==> config.mk <==
export PLATFORM = sky130hd
export DESIGN_NAME = instruction_fetch
export DESIGN_NICKNAME = d
export VERILOG_FILES = /design/src/rtl/instruction_fetch.sv
export SDC_FILE = /design/constraint.sdc
export NUM_CORES = 1
export LEC_CHECK = 0
export BUFFER_PORTS_ARGS = -buffer_cell sky130_fd_sc_hd__buf_2
export CAP_MARGIN = 30
export CORE_ASPECT_RATIO = 1.1
export CORE_MARGIN = 2
export CORE_UTILIZATION = 61
export DETAILED_ROUTE_END_ITERATION = 8
export PLACE_DENSITY_LB_ADDON = 0.3
export SYNTH_ARGS = -nofsm -noshare
export SYNTH_HDL_FRONTEND = slang
export SYNTH_SLANG_ARGS = --single-unit
==> constraint.sdc <==
create_clock -name clk -period 6.1 [get_ports clk]
set_clock_uncertainty 0.05 [all_clocks]
set_input_delay 0.61 -clock clk [delete_from_list [all_inputs] [get_ports clk]]
set_output_delay 0.61 -clock clk [all_outputs]
set_load 0.02 [all_outputs]
==> src/rtl/instruction_fetch.sv <==
// Instruction fetch stage: issues word reads over a req/ack handshake,
// buffers returned words in a small prefetch queue and feeds one PC/IR
// pair per cycle to decode. Redirects flush the queue and drop any
// in-flight word.
module instruction_fetch #(
    parameter logic [31:0] RESET_PC = 32'h0000_0000,
    parameter int          DEPTH    = 2
) (
    input  logic        clk,
    input  logic        rst,
    input  logic [1:0]  curr_state,
    input  logic        stall,
    input  logic        redirect,
    input  logic [31:0] redirect_pc,
    output logic        imem_req,
    output logic [31:0] imem_addr,
    input  logic        imem_ack,
    input  logic [31:0] imem_rdata,
    output logic [31:0] PC,
    output logic [31:0] IR,
    output logic        IR_valid,
    output logic [31:0] fetch_cnt
);

    localparam int          PW     = (DEPTH > 1) ? $clog2(DEPTH) : 1;
    localparam int          CW     = PW + 1;
    localparam logic [31:0] BUBBLE = 32'h0000_0020;
    localparam logic [1:0]  ST_RUN = 2'b01;

    logic          req_q, req_d;
    logic [31:0]   addr_q, addr_d;
    logic [31:0]   fpc_q, fpc_d;
    logic          discard_q, discard_d;
    logic [PW-1:0] head_q, head_d;
    logic [PW-1:0] tail_q, tail_d;
    logic [CW-1:0] count_q, count_d;
    logic [31:0]   pc_q, pc_d;
    logic [31:0]   ir_q, ir_d;
    logic          valid_q, valid_d;
    logic [31:0]   cnt_q, cnt_d;

    logic [31:0]   qpc_q [DEPTH];
    logic [31:0]   qir_q [DEPTH];

    logic          ack_fire, enq, pop, pending_after, issue;
    logic [CW-1:0] count_next;

    // The low address bits of a redirect target are forced to zero.
    logic unused_redirect_lsbs;
    assign unused_redirect_lsbs = ^redirect_pc[1:0];

    // Handshake bookkeeping: a request acked on this edge no longer counts
    // as pending, which is what allows back-to-back single-cycle fetches.
    always_comb begin
        ack_fire      = req_q & imem_ack;
        enq           = ack_fire & ~discard_q & ~redirect;
        pop           = ~redirect & ~stall & (count_q != '0);
        count_next    = count_q + CW'(enq) - CW'(pop);
        pending_after = req_q & ~imem_ack;
        issue         = (curr_state == ST_RUN) & ~redirect & ~pending_after
                        & (count_next < CW'(DEPTH));
    end

    // Next-state for request, fetch pointer, queue pointers and output register.
    always_comb begin
        req_d     = req_q;
        addr_d    = addr_q;
        fpc_d     = fpc_q;
        discard_d = discard_q;
        head_d    = head_q;
        tail_d    = tail_q;
        count_d   = count_q;
        pc_d      = pc_q;
        ir_d      = ir_q;
        valid_d   = valid_q;
        cnt_d     = cnt_q;

        // Request: launch a new one, hold the outstanding one, or go idle.
        if (issue) begin
            req_d  = 1'b1;
            addr_d = fpc_q;
        end else if (!pending_after) begin
            req_d  = 1'b0;
        end

        if (redirect) begin
            fpc_d = {redirect_pc[31:2], 2'b00};
        end else if (issue) begin
            fpc_d = fpc_q + 32'd4;
        end

        // A stale request still in flight must have its data thrown away.
        if (redirect && pending_after) begin
            discard_d = 1'b1;
        end else if (ack_fire) begin
            discard_d = 1'b0;
        end

        if (redirect) begin
            head_d  = '0;
            tail_d  = '0;
            count_d = '0;
            ir_d    = BUBBLE;
            valid_d = 1'b0;
        end else begin
            count_d = count_next;
            if (enq) begin
                tail_d = tail_q + PW'(1);
            end
            if (pop) begin
                head_d = head_q + PW'(1);
            end
            if (!stall) begin
                if (pop) begin
                    pc_d    = qpc_q[head_q];
                    ir_d    = qir_q[head_q];
                    valid_d = 1'b1;
                    cnt_d   = cnt_q + 32'd1;
                end else begin
                    ir_d    = BUBBLE;
                    valid_d = 1'b0;
                end
            end
        end
    end

    // State registers.
    always_ff @(posedge clk or negedge rst) begin
        if (!rst) begin
            req_q     <= 1'b0;
            addr_q    <= RESET_PC;
            fpc_q     <= RESET_PC;
            discard_q <= 1'b0;
            head_q    <= '0;
            tail_q    <= '0;
            count_q   <= '0;
            pc_q      <= RESET_PC;
            ir_q      <= BUBBLE;
            valid_q   <= 1'b0;
            cnt_q     <= '0;
        end else begin
            req_q     <= req_d;
            addr_q    <= addr_d;
            fpc_q     <= fpc_d;
            discard_q <= discard_d;
            head_q    <= head_d;
            tail_q    <= tail_d;
            count_q   <= count_d;
            pc_q      <= pc_d;
            ir_q      <= ir_d;
            valid_q   <= valid_d;
            cnt_q     <= cnt_d;
        end
    end

    // Prefetch queue entries; each stores {address+4, word} when written.
    genvar gi;
    generate
        for (gi = 0; gi < DEPTH; gi++) begin : g_entry
            logic [31:0] qpc_d, qir_d;

            // Load this entry only when it is the tail slot being filled.
            always_comb begin
                qpc_d = qpc_q[gi];
                qir_d = qir_q[gi];
                if (enq && (tail_q == PW'(gi))) begin
                    qpc_d = addr_q + 32'd4;
                    qir_d = imem_rdata;
                end
            end

            // Entry storage.
            always_ff @(posedge clk or negedge rst) begin
                if (!rst) begin
                    qpc_q[gi] <= '0;
                    qir_q[gi] <= '0;
                end else begin
                    qpc_q[gi] <= qpc_d;
                    qir_q[gi] <= qir_d;
                end
            end
        end
    endgenerate

    assign imem_req  = req_q;
    assign imem_addr = addr_q;
    assign PC        = pc_q;
    assign IR        = ir_q;
    assign IR_valid  = valid_q;
    assign fetch_cnt = cnt_q;

endmodule

==> out/metrics.csv <==
metric,value,unit
numCtsBuffers,28,
critPathBufInv,2,
synth.avg_cell_area,11.3,sq um
hold_buffers,0,
nets,1371,
pwr_density_cell,359,nW/um^2
synth.top_cell.area_share,0.562,
drive_above_1_share,0.287,
final_area,14700,sq um
grt_use_total,0.247,
p_sw_frac,0.294,
initial_core_util,0.619,
pwr-share-seq,0.482,
async_reset_ff_frac,1.00,
postCtsSetupBuffers,0,
dieArea,21900,sq um
drt-initial-drc-count,460,
most-common-layout-cells,"283 x dfrtp_1, 193 x buf_2, 160 x nand2_1",
fin_crit_sh,0.528,
antenna_found_initial,0,
gp_congestion,0.866,
drc,0,
intPower,3740,uW
rsz0062_at_grt,false,
cts_root_buffer,clkbuf_16,
ys_top_cells_by_area,"dfrtp_1 56%, mux2_2 8.4%, mux2i_1 5.1%",
worst_pin_slew,0.974,ns
yosysWarningCount,0,
routedWlPerCell,17.0,um
startpoint_type,register,
vias,8835,
diodes,0,
power_switching,1550,uW
synthCells,1120,
core,20400,sq um
grt_max_degree,113,
grt_pass1_wl,44000,um
maxCapViolCount,0,
ant_nets,0,
cts_resized,0,
routed_via_density,5.62,
pwr-share-clk,0.323,
min_period,3.22,ns
ys.flop_type,dfrtp_1,
syn_area,12600,sq um
setup_violations,0,
drt_wl_total,26700,um
crit_fanout,35,
hpwl,17500,um
cts_tree,done,
cpPeakStageDelay,0.41,ns
layout_commonest_cell,dfrtp_1,
cp_common_cell,ha_1,
ys_ff_latch,285,
yosysUniqueCellTypes,53,
yosysTopAreaCell,dfrtp_1,
slew_violations,0,
crit_path_end_kind,register,
setup_tns,0,ns
p_leak,0.00681,uW
critical_path_required,6.46,ns
hold_viol_final,0,
relSlewSlack,0.346,
area_growth,16.6,%
ys_seq_area_frac,0.564,
ir_worst_vdd,277,uV
placed_area,13800,sq um
combPwrFrac,0.195,
die_x,141,um
clk_pin_slew,0.06,ns
fmax,311,MHz
hp-class,in -> async,
port_buffers,194,
dpl.cell_count,1520,
cts_htree_levels,1,
cp_top_family,simple AND/OR/NAND/NOR gates,
critPathArrivalTime,3.58,ns
path_cells,nand2_1 > or3_1 > ha_1 > inv_1 > ha_1 > xnor3_2 > nand4b_4 > nor2_2 > buf_4 > mux2_2,
clockBufferDepth,3,
die_h,155,um
grt_overflow,0,
clock_latency,0.53,ns
path_class,reg -> reg,
clock_sinks,285,
critPathSlowestCell,nand4b_4,
final_cell_count_no_fill,1572,
synth_edf_count,0,
io_pins,201,
grt_pass1_vias,8794,
outcome,"finished, final reports clean",
dr.pass1.iters,4,
rows,55,
[worst reg2reg max path: cells and delay by family (launching register included)]
| family | cells | cell delay [ns] |
|---|---|---|
| buffers and inverters | 2 | 0.44 |
| multiplexers | 1 | 0.41 |
| adder cells (fa/ha/maj) | 2 | 0.48 |
| XOR/XNOR | 1 | 0.27 |
| flip-flops | 1 | 0.40 |
| AND/OR/NAND/NOR | 4 | 1.07 |
[state kept, by name, indices dropped and copies added (netlist names), 2 cells and up]
name       count
count_q        2
qpc_q         60
PC            30
fpc_q         30
qir_q         64
IR            32
fetch_cnt     32
imem_addr     30
[cells in the mapped netlist, types with 2 or more instances]
cell type	count
or3_1	3
nor2_1	53
clkbuf_1	31
nand2_1	160
nor3_1	18
nor4_2	13
buf_4	7
and3_1	12
a21oi_1	30
and4_1	12
nand4_1	15
inv_1	20
o21ai_0	103
nand2b_1	3
mux2_2	94
nor4_4	2
nand3_1	26
nor2b_1	3
nor3_2	2
dfrtp_1	284
buf_2	12
and2_1	2
mux2i_1	64
ha_1	5
xnor2_1	72
xor2_1	14
o21ai_1	21
buf_6	3
nand4_2	2
buf_1	11
[final cells by class]
| class | instances | area, sq um |
|---|---|---|
| Clock buffer | 47 | 883 |
| Inverter | 20 | 75.1 |
| Tap cell | 256 | 320 |
| Fill cell | 1469 | 5690 |
| Sequential cell | 285 | 7140 |
| Timing Repair Buffer | 206 | 1110 |
| Multi-Input combinational cell | 754 | 5170 |
| Clock inverter | 4 | 47.5 |
[through the flow]
stage | util | setup WS [ns] | hold WS [ns] | total power, uW
after global placement | 0.673 | 2.61 | 0.404 | 3540
final | 0.722 | 2.88 | 0.0767 | 5290
after CTS | 0.720 | 2.89 | 0.115 | 5330
after floorplan | - | 3.21 | 0.264 | 3210
after detailed placement | 0.675 | 2.53 | 0.413 | 3610
after global routing | 0.722 | 2.72 | 0.127 | 5570
[routing by layer]
| layer | GRT usage | share of wire | wire [um] |
|---|---|---|---|
| met1 | 0.349 | 0.44 | 11900 |
| met2 | 0.398 | 0.48 | 12800 |
| met3 | 0.0416 | 0.052 | 1390 |
| met4 | 0.0795 | 0.025 | 662 |
| met5 | 0 | 0 | 0 |
[power by group through the flow]
stage / combinational (uW) / clock, uW / sequential [uW]
after floorplan: 550 / 0 / 2660
after CTS: 1040 / 1740 / 2550
after global routing: 1150 / 1820 / 2600
after detailed placement: 1030 / 0 / 2580
final: 1030 / 1710 / 2550
after global placement: 984 / 0 / 2560
[cell families (layout without fill, tap and decap cells)]
family / after synthesis / after routing / share of synthesized area
mux: 158 / 158 / 0.134
xor+xnor: 87 / 87 / 0.0614
simple gates: 342 / 342 / 0.141
compound gates: 158 / 158 / 0.0636
flops: 285 / 285 / 0.564
buf+inv: 84 / 277 / 0.0300
fa+ha+maj: 5 / 5 / 0.00495
other cells: 1 / 4 / 0.000297
[path summary, 6_finish.rpt]
check,startpoint,endpoint,slack [ns],depth (start not counted)
worst max-delay path,imem_req$_DFFE_PN0P_,imem_addr[20]$_DFFE_PN0P_,2.88,10
worst min-delay path,rst,fetch_cnt[22]$_DFFE_PN0P_,0.08,1
worst max register to register,imem_req$_DFFE_PN0P_,imem_addr[20]$_DFFE_PN0P_,2.88,10
worst min register to register,PC[9]$_DFFE_PN0P_,PC[9]$_DFFE_PN0P_,0.42,2
max in group asynchronous,rst,IR[28]$_DFFE_PN0P_,4.53,2
min in group clk,redirect_pc[19],fpc_q[19]$_DFFE_PN0P_,0.23,3
(Power assumes the default switching activity.)
